===== config.mk =====
export PLATFORM = sky130hd
export DESIGN_NAME = clock_ctrl
export DESIGN_NICKNAME = d
export VERILOG_FILES = /design/src/rtl/clock_pkg.sv /design/src/rtl/clock_ctrl_btn_repeat.sv /design/src/rtl/clock_ctrl.sv
export SDC_FILE = /design/constraint.sdc
export NUM_CORES = 1
export LEC_CHECK = 0
export CAP_MARGIN = 20
export CORE_MARGIN = 4
export CORE_UTILIZATION = 40
export CTS_CLUSTER_SIZE = 20
export DETAILED_ROUTE_END_ITERATION = 8
export GPL_TIMING_DRIVEN = 0
export MAX_ROUTING_LAYER = met4
export PLACE_DENSITY = 0.67
export RECOVER_POWER = 100
export REMOVE_ABC_BUFFERS = 1
export SLEW_MARGIN = 40
export SYNTH_ARGS = -nofsm -noshare
export SYNTH_HDL_FRONTEND = slang
export SYNTH_HIERARCHICAL = 1
export SYNTH_SLANG_ARGS = --single-unit
export TNS_END_PERCENT = 1

===== constraint.sdc =====
create_clock -name ck -period 2.1 [get_ports ck]
set_input_delay 0.21 -clock ck [delete_from_list [all_inputs] [get_ports ck]]
set_output_delay 0.21 -clock ck [all_outputs]
set_load 0.01 [all_outputs]

===== src/rtl/clock_pkg.sv =====
// Shared encodings and BCD limits for the time-of-day sequencer.
package clock_pkg;

    localparam logic [1:0] MODE_RUN      = 2'd0;
    localparam logic [1:0] MODE_SET_HOUR = 2'd1;
    localparam logic [1:0] MODE_SET_MIN  = 2'd2;

    localparam int SEC_MAX = 59;
    localparam logic [3:0] SEC_MAX_D1 = 4'(SEC_MAX / 10);
    localparam logic [3:0] SEC_MAX_D0 = 4'(SEC_MAX % 10);
    localparam logic [3:0] MIN_MAX_D1 = 4'd5;
    localparam logic [3:0] MIN_MAX_D0 = 4'd9;

    function automatic logic [1:0] next_mode(input logic [1:0] m);
        logic [1:0] n;
        n = MODE_RUN;
        unique case (m)
            MODE_RUN:      n = MODE_SET_HOUR;
            MODE_SET_HOUR: n = MODE_SET_MIN;
            default:       n = MODE_RUN;
        endcase
        return n;
    endfunction

endpackage


===== src/rtl/clock_ctrl_btn_repeat.sv =====
// Increment-button edge detector with hold-to-repeat timer.
module btn_repeat
    import clock_pkg::*;
#(
    parameter int HOLD_CYCLES   = 50_000_000,
    parameter int REPEAT_CYCLES = 10_000_000
) (
    input  logic ck,
    input  logic rst_n,
    input  logic en,
    input  logic clr,
    input  logic btn,
    output logic step
);

    localparam int CW = $clog2(HOLD_CYCLES + 1);
    localparam logic [CW-1:0] FIRE   = CW'(HOLD_CYCLES);
    localparam logic [CW-1:0] RELOAD = CW'(HOLD_CYCLES - REPEAT_CYCLES + 1);

    logic          prev;
    logic [CW-1:0] cnt;
    logic          rise;
    logic          fire;

    // cnt==0 means disarmed: a held button only repeats after a fresh edge
    assign rise = btn & ~prev;
    assign fire = btn & prev & (cnt == FIRE);
    assign step = en & ~clr & (rise | fire);

    always_ff @(posedge ck or negedge rst_n) begin
        if (!rst_n) begin
            prev <= 1'b0;
            cnt  <= '0;
        end else begin
            prev <= btn;
            if (!en || clr || !btn) begin
                cnt <= '0;
            end else if (rise) begin
                cnt <= CW'(1);
            end else if (fire) begin
                cnt <= RELOAD;
            end else if (cnt != '0) begin
                cnt <= cnt + CW'(1);
            end
        end
    end

endmodule


===== src/rtl/clock_ctrl.sv =====
// Time-of-day sequencer: 1 Hz prescaler, seconds counter, set-time FSM,
// and minute/hour increment pulses for the external counters.
module clock_ctrl
    import clock_pkg::*;
#(
    parameter int TICK_DIV      = 100_000_000,
    parameter int HOLD_CYCLES   = 50_000_000,
    parameter int REPEAT_CYCLES = 10_000_000
) (
    input  logic       ck,
    input  logic       rst_n,
    input  logic       btn_mode,
    input  logic       btn_inc,
    input  logic [3:0] min_d1,
    input  logic [3:0] min_d0,
    output logic       up60,
    output logic       up24,
    output logic [3:0] sec_d1,
    output logic [3:0] sec_d0,
    output logic [1:0] mode,
    output logic       blink
);

    localparam int PW = $clog2(TICK_DIV);
    localparam int BW = $clog2(TICK_DIV / 4);
    localparam logic [PW-1:0] PRE_LAST   = PW'(TICK_DIV - 1);
    localparam logic [BW-1:0] BLINK_LAST = BW'(TICK_DIV / 4 - 1);

    logic [PW-1:0] presc;
    logic [BW-1:0] bcnt;
    logic          mode_prev;
    logic          mode_edge;
    logic          in_set;
    logic          tick;
    logic          sec_wrap;
    logic          step;

    assign mode_edge = btn_mode & ~mode_prev;
    assign in_set    = (mode != MODE_RUN);
    assign tick      = !in_set && (presc == PRE_LAST);
    assign sec_wrap  = (sec_d1 == SEC_MAX_D1) && (sec_d0 == SEC_MAX_D0);

    btn_repeat #(
        .HOLD_CYCLES  (HOLD_CYCLES),
        .REPEAT_CYCLES(REPEAT_CYCLES)
    ) u_inc (
        .ck   (ck),
        .rst_n(rst_n),
        .en   (in_set),
        .clr  (mode_edge),
        .btn  (btn_inc),
        .step (step)
    );

    always_ff @(posedge ck or negedge rst_n) begin
        if (!rst_n) begin
            mode      <= MODE_RUN;
            mode_prev <= 1'b0;
            presc     <= '0;
            bcnt      <= '0;
            sec_d1    <= 4'd0;
            sec_d0    <= 4'd0;
            up60      <= 1'b0;
            up24      <= 1'b0;
            blink     <= 1'b0;
        end else begin
            mode_prev <= btn_mode;
            up60      <= 1'b0;
            up24      <= 1'b0;
            // a mode edge overrides both the tick and any inc step
            if (mode_edge) begin
                mode  <= next_mode(mode);
                presc <= '0;
                bcnt  <= '0;
                blink <= (next_mode(mode) != MODE_RUN);
                if (mode == MODE_RUN) begin
                    sec_d1 <= 4'd0;
                    sec_d0 <= 4'd0;
                end
            end else if (!in_set) begin
                presc <= tick ? '0 : presc + PW'(1);
                if (tick) begin
                    if (sec_d0 == 4'd9) begin
                        sec_d0 <= 4'd0;
                        sec_d1 <= sec_wrap ? 4'd0 : sec_d1 + 4'd1;
                    end else begin
                        sec_d0 <= sec_d0 + 4'd1;
                    end
                    up60 <= sec_wrap;
                    up24 <= sec_wrap && (min_d1 == MIN_MAX_D1)
                            && (min_d0 == MIN_MAX_D0);
                end
            end else begin
                bcnt <= (bcnt == BLINK_LAST) ? '0 : bcnt + BW'(1);
                if (bcnt == BLINK_LAST) begin
                    blink <= ~blink;
                end
                up24 <= step && (mode == MODE_SET_HOUR);
                up60 <= step && (mode == MODE_SET_MIN);
            end
        end
    end

endmodule

==> metrics <==
ANT nets after route 0; reg2reg setup slack -0.22 ns; Total GRT Usage 17.5%; Fmax 0.430 GHz; initial antenna violation count 0; Hold Fails Final Rpt 0; gr ovfl total 0; RSZ-0062 raised after global routing true; failing checks setup timing; Initial Util 40.7%; ratio of cells with drive above 1 in the final layout 13.5%; WL/cell 16.0 um; ys flop type dfrtp_1; Async S/R FF share, synth 100%; DRC 0; PnR worst setup slack -0.224 ns; distinct cell type count after synthesis 57; Place WS -0.933 ns; Worst-Margin Slew 1.02 ns; met2 WL 5860 um; Top Metal Used met4; NumNets Final 609; Post-Layout Cell Count 765; first-pass GRT wire length 20300 um; cell count after placement 734; Avg Cell Area, Syn 9.06 um^2; share of the synthesized area in the top cell type 45.5%; largest net degree at the start of global routing 56; Synth area leaders dfrtp_1 45%, xnor2_1 5.6%, nor2_1 4.5%; Die Wd 121 um; Post-synth EDFFs 0; worst hold-check path type reg2reg; vias per cell 5.76; hold endpoint bcnt[5]$_DFFE_PN0P_; slowest stage delay, CP 0.52 ns; Hold Crit Depth 1; core area 0.0126 mm^2; post-synthesis cell area 0.00512 mm^2; yosys warns 6; number of H-tree levels 3; routed wl met3 440 um; CP Cell Sequence ha_4 -> nand2_1 -> or4_1 -> or3_4 -> or4_4 -> a211oi_4; pwr dens 779 mW/mm^2; fin. max-slew vios 0; worst endpoint required time 2.35 ns; Clock Pin Slew Worst Setup and Hold Paths 0.06 ns; placed wire-length estimate 7850 um; P_leak 2.35 nW; Final min period 2.32 ns; met1 wire length 5780 um; origin of the critical flop-to-flop path presc[0]$_DFFE_PN0N_; number of core rows 41; Max Root-Sink Buffers 2; clock skew 0.00779 ns; worst vdd ir 0.000529 V; die height 121 um; IO Pins 25; CP Launch Type flip-flop; flops & latches, synth 93; initial drt markers 342; reg2reg end up60$_DFF_PN0_; Worst setup EP type flip-flop; synthesis-to-finish area growth 20.4%; design area 0.00617 mm^2; post-synth top area cell dfrtp_1; Setup Viol. Count Final 19; CTS Buf Count 9; GP Congestion 0.811; Diodes inserted 0; CP max FO 3; DIE AREA 0.0147 mm^2; CTS tree yes; clock sinks 93; final core occ 49.1%; MaxCap Viol Count 0; Crit path arrival time 2.57 ns; final worst path period share 111%; Synth top cells by count 93 x dfrtp_1, 62 x nor2_1, 50 x nand2_1; WP buf/inv 0; R2R depth 6; Placed Area 0.00551 mm^2; Worst Hold Launch bcnt[5]$_DFFE_PN0P_; WS Path Type reg2reg; drt first pass iters 5; Crit-path slowest cell or4_1; Worst-Skew Late Latency 0.35 ns; Mapped Cells 565; IO buf count 24; CP top delay family simple AND/OR/NAND/NOR gates; total wire length 12200 um; sequential fraction of the synthesis area 45.5%; number of global-route vias before repair 4127; DR vias 4406; Slew HR 31.7%; outcome finished, violations left; most common cell in the netlist dfrtp_1; Root Buffer Master clkbuf_16
-- report_power, final --
part           total (mW)  switching, mW  internal (mW)
combinational       0.883          0.517          0.366
clock                1.87          0.680           1.19
sequential           2.05          0.145           1.90
total                4.80           1.34           3.46
-- flip-flops by register name, indices dropped and copies added, names as in the netlist --
name,flops
mode,2
blink,1
sec_d0,4
mode_prev,1
u_inc/cnt,26
up60,1
up24,1
bcnt,25
u_inc/prev,1
sec_d1,4
presc,27
-- cells by family (layout without fill, tap and decap cells) --
logic type | after synthesis | count (layout) | share of synthesized area, %
multiplexers | 2 | 2 | 0.415
flip-flops | 93 | 93 | 45.5
XOR/XNOR | 46 | 46 | 7.87
AO/OA/AOI/OAI | 88 | 88 | 11.1
buffers and inverters | 49 | 77 | 3.86
AND/OR/NAND/NOR | 278 | 278 | 29.1
adder cells (fa/ha/maj) | 9 | 9 | 2.20
-- cells in the final DEF (no fill, tap or decap), types with 11 or more instances in the layout --
| master | Yosys | routed |
|---|---|---|
| nor2_1 | 62 | 62 |
| clkdlybuf4s50_1 | 0 | 11 |
| nand3_1 | 38 | 36 |
| a21oi_1 | 26 | 25 |
| dlygate4sd3_1 | 0 | 13 |
| xor2_1 | 13 | 13 |
| nand2_1 | 50 | 49 |
| xnor2_1 | 33 | 33 |
| inv_1 | 19 | 18 |
| buf_4 | 1 | 12 |
| o21ai_0 | 13 | 13 |
| nor4_1 | 21 | 17 |
| dfrtp_1 | 93 | 87 |
| nand4_1 | 23 | 23 |
-- metal layers --
metal / global-route usage (%) / vias up
met5: - / -
met4: 7.49 / 0
met3: 2.52 / 10
met2: 26.2 / 107
met1: 24.0 / 2200
li1: - / 2089
-- worst reg2reg max path, delay by kind of cell (launching register included) --
family	cells	cell delay [ns]
flops	1	0.40
fa+ha+maj	1	0.15
compound gates	1	0.24
simple gates	4	1.44
-- how the worst max path moves through the flow --
stage / cells past startpoint / endpoint / from
floorplan: 6 / presc[10]$_DFFE_PN0N_ / mode[0]$_DFFE_PN0P_
global placement: 1 / presc[4]$_DFFE_PN0N_ / rst_n
detailed placement: 6 / presc[16]$_DFFE_PN0N_ / mode[0]$_DFFE_PN0P_
CTS: 6 / up60$_DFF_PN0_ / presc[1]$_DFFE_PN0N_
global route: 6 / up60$_DFF_PN0_ / presc[0]$_DFFE_PN0N_
finish: 6 / up60$_DFF_PN0_ / presc[0]$_DFFE_PN0N_
-- timing repair --
| item | 4_1_cts | 5_1_grt |
|---|---|---|
| gates resized for setup | 30 | 17 |
| buffers inserted | 11 | 2 |
| pin swaps | 12 | 10 |
| hold buffers | 1 | 0 |
| gates cloned | 1 | 0 |
| endpoints found under the hold margin | 38 | 0 |
| setup endpoints to repair | 85 | 77 |
-- final cells by class --
class                      count  area (um^2)
timing repair buffer          40          362
timing repair inverter         1         5.00
clock inverter                 4         95.1
multi-input combinational    423         2820
tap                          172          215
fill                        1164         6400
sequential                    93         2330
inverter                      20         83.8
clock buffer                  12          246
-- stage by stage --
stage	TNS, ns	hold slack [ns]	total power [mW]
after floorplan	-14.79	-0.0856	2.46
after global placement	-303.02	0.459	2.74
after detailed placement	-48.42	0.115	2.79
after CTS	-5.27	0.347	4.83
after global routing	-3.28	0.491	5.03
final	-1.03	0.476	4.80
Note: power is estimated with default switching activity, not from simulation.
==> RTL edit: new RTL, same settings <==
Make the reset (`rst_n`) synchronous in 2 clocked blocks.
--- a/src/rtl/clock_ctrl_btn_repeat.sv
+++ b/src/rtl/clock_ctrl_btn_repeat.sv
@@ -27,7 +27,7 @@
     assign fire = btn & prev & (cnt == FIRE);
     assign step = en & ~clr & (rise | fire);
 
-    always_ff @(posedge ck or negedge rst_n) begin
+    always_ff @(posedge ck) begin
         if (!rst_n) begin
             prev <= 1'b0;
             cnt  <= '0;
--- a/src/rtl/clock_ctrl.sv
+++ b/src/rtl/clock_ctrl.sv
@@ -52,7 +52,7 @@
         .step (step)
     );
 
-    always_ff @(posedge ck or negedge rst_n) begin
+    always_ff @(posedge ck) begin
         if (!rst_n) begin
             mode      <= MODE_RUN;
             mode_prev <= 1'b0;
Behaviour: differs if rst_n is asserted again (counterexample within 4 cycles, from zero or initial values and one cycle with rst_n low); with rst_n held inactive, the same outputs for 10 cycles.
==> RTL edit against the unedited design <==
- the run still ends with setup timing left
- sequential share of layout area down 3.7 points
- cell count down 5.8%
- clock skew up 0.0042 ns
- routed wire length down 13%
- setup slack better by 0.21 ns
- design area down 11%
- sequential cell count unchanged
- synthesized area down 8.3%
- via count down 6.2%
Power is not compared: it rests on default switching activity, and its combinational part moved more than twofold at a synthesized area within 25%.
==> RTL edit: results (changes against the unedited design) <==
Status
  – Status: complete, but fails checks (unchanged)
  – Violated checks: setup timing (unchanged)

Yosys
  – Synth top area cells: dfxtp_1 40%, xor2_1 6.5%, nor2_1 4.6%, nand4_1 4.4%, a21oi_1 3.4% (was dfrtp_1 45%, xnor2_1 5.6%, nor2_1 4.5%, nand3_1 3.7%, nand2_1 3.7%)
  – Asr flop ratio synth: 0% (was 100%)
  – Top cells by count, synth: 93 x dfxtp_1, 58 x nor2_1, 40 x nand2_1, 35 x xor2_1, 33 x nand4_1 (was 93 x dfrtp_1, 62 x nor2_1, 50 x nand2_1, 38 x nand3_1, 33 x xnor2_1)
  – Sequential element share of the synthesized area: 39.6% (was 45.5%)
  – Post-synthesis cell type count: 60 (was 57)

GRT
  – Largest net degree at the start of global routing: 22 (was 56)
  – Global-route wire length before repair: 17.7 mm (was 20.3 mm)
  – Number of global-route vias before repair: 3787 (was 4127)

Routing
  – Vias/cell: 5.73 (was 5.76)
  – Routed length per instance: 14.7 um (was 16.0 um)
  – First drt pass iteration count: 4 (was 5)

Timing
  – Worst hold slack: 0.485 ns (was 0.476 ns)
  – Final setup margin: -0.0172 ns (was -0.224 ns)
  – Setup TNS: -0.0347 ns (was -1.03 ns)
  – Final setup viols: 3 (was 19)
  – Clock skew: 0.0120 ns (was 0.00779 ns)

Critical path
  – Reg2reg start: presc[1]$_SDFFE_PP0P_ (was presc[0]$_DFFE_PN0N_)
  – R2r endpoint: presc[16]$_SDFFE_PP0P_ (was up60$_DFF_PN0_)
  – Critical-path maximum fanout: 7 (was 3)
  – CP peak stage delay: 0.49 ns (was 0.52 ns)
  – Crit path to: presc[16]$_SDFFE_PP0P_ (was up60$_DFF_PN0_)

Worst hold path
  – Hold endpoint: bcnt[24]$_SDFFE_PP0N_ (was bcnt[5]$_DFFE_PN0P_)
  – Min-delay src: bcnt[24]$_SDFFE_PP0N_ (was bcnt[5]$_DFFE_PN0P_)

Placed design
  – Placed Cells: 693 (was 734)
  – Post-place setup slack: -0.594 ns (was -0.933 ns)
  – RD Place Congestion: 0.843 (was 0.811)

Final layout
  – Post-Layout Cell Count: 721 (was 765)
  – Layout Nets: 593 (was 609)
RTL edit: cell count changes after synthesis, moves of 10 or more:
cell,delta
nand4_1,+10
dfrtp_1,-93
dfxtp_1,+93
xnor2_1,-21
nand2_1,-10
xor2_1,+22
nor4_1,-15
RTL edit: cell type report:
class / count / area, um2
Timing Repair Buffer: 35 / 339
Sequential cell: 93 / 1870
Tap cell: 143 / 179
Clock inverter: 6 / 46.3
Clock buffer: 10 / 229
Inverter: 15 / 56.3
Fill cell: 1085 / 6000
Multi-Input combinational cell: 419 / 2750
RTL edit: critical path: cells and delay by family, from the launching register on:
| kind | cells | cell delay [ns] |
|---|---|---|
| and+or+nand+nor | 3 | 1.23 |
| DFF | 1 | 0.36 |
| adders and majority gates | 1 | 0.17 |
| buffers and inverters | 1 | 0.15 |
| AOI/OAI and AO/OA | 1 | 0.14 |
RTL edit: timing repair:
item | 4_1_cts | 5_1_grt
hold buffers | 0 | 0
setup buffers | 7 | 4
resized for setup | 16 | 6
cloned | 1 | 0
pin swaps | 12 | 8
setup endpoints to repair | 57 | 46
RTL edit: logic make-up after synthesis:
| kind of cell | count (synthesis) | synth area share (%) |
|---|---|---|
| buffers and inverters | 41 | 4.05 |
| AND/OR/NAND/NOR | 271 | 33.0 |
| XOR/XNOR | 47 | 8.77 |
| adder cells (fa/ha/maj) | 8 | 2.13 |
| multiplexers | 5 | 1.07 |
| flip-flops | 93 | 39.6 |
| AO/OA/AOI/OAI | 87 | 11.4 |
RTL edit: per-layer routing:
| metal | vias to the layer above | part of all wire [%] |
|---|---|---|
| met3 | 9 | 6.0 |
| met2 | 91 | 45 |
| met5 | - | 0 |
| met4 | 0 | 1.0 |
| met1 | 1970 | 48 |
| li1 | 2062 | - |
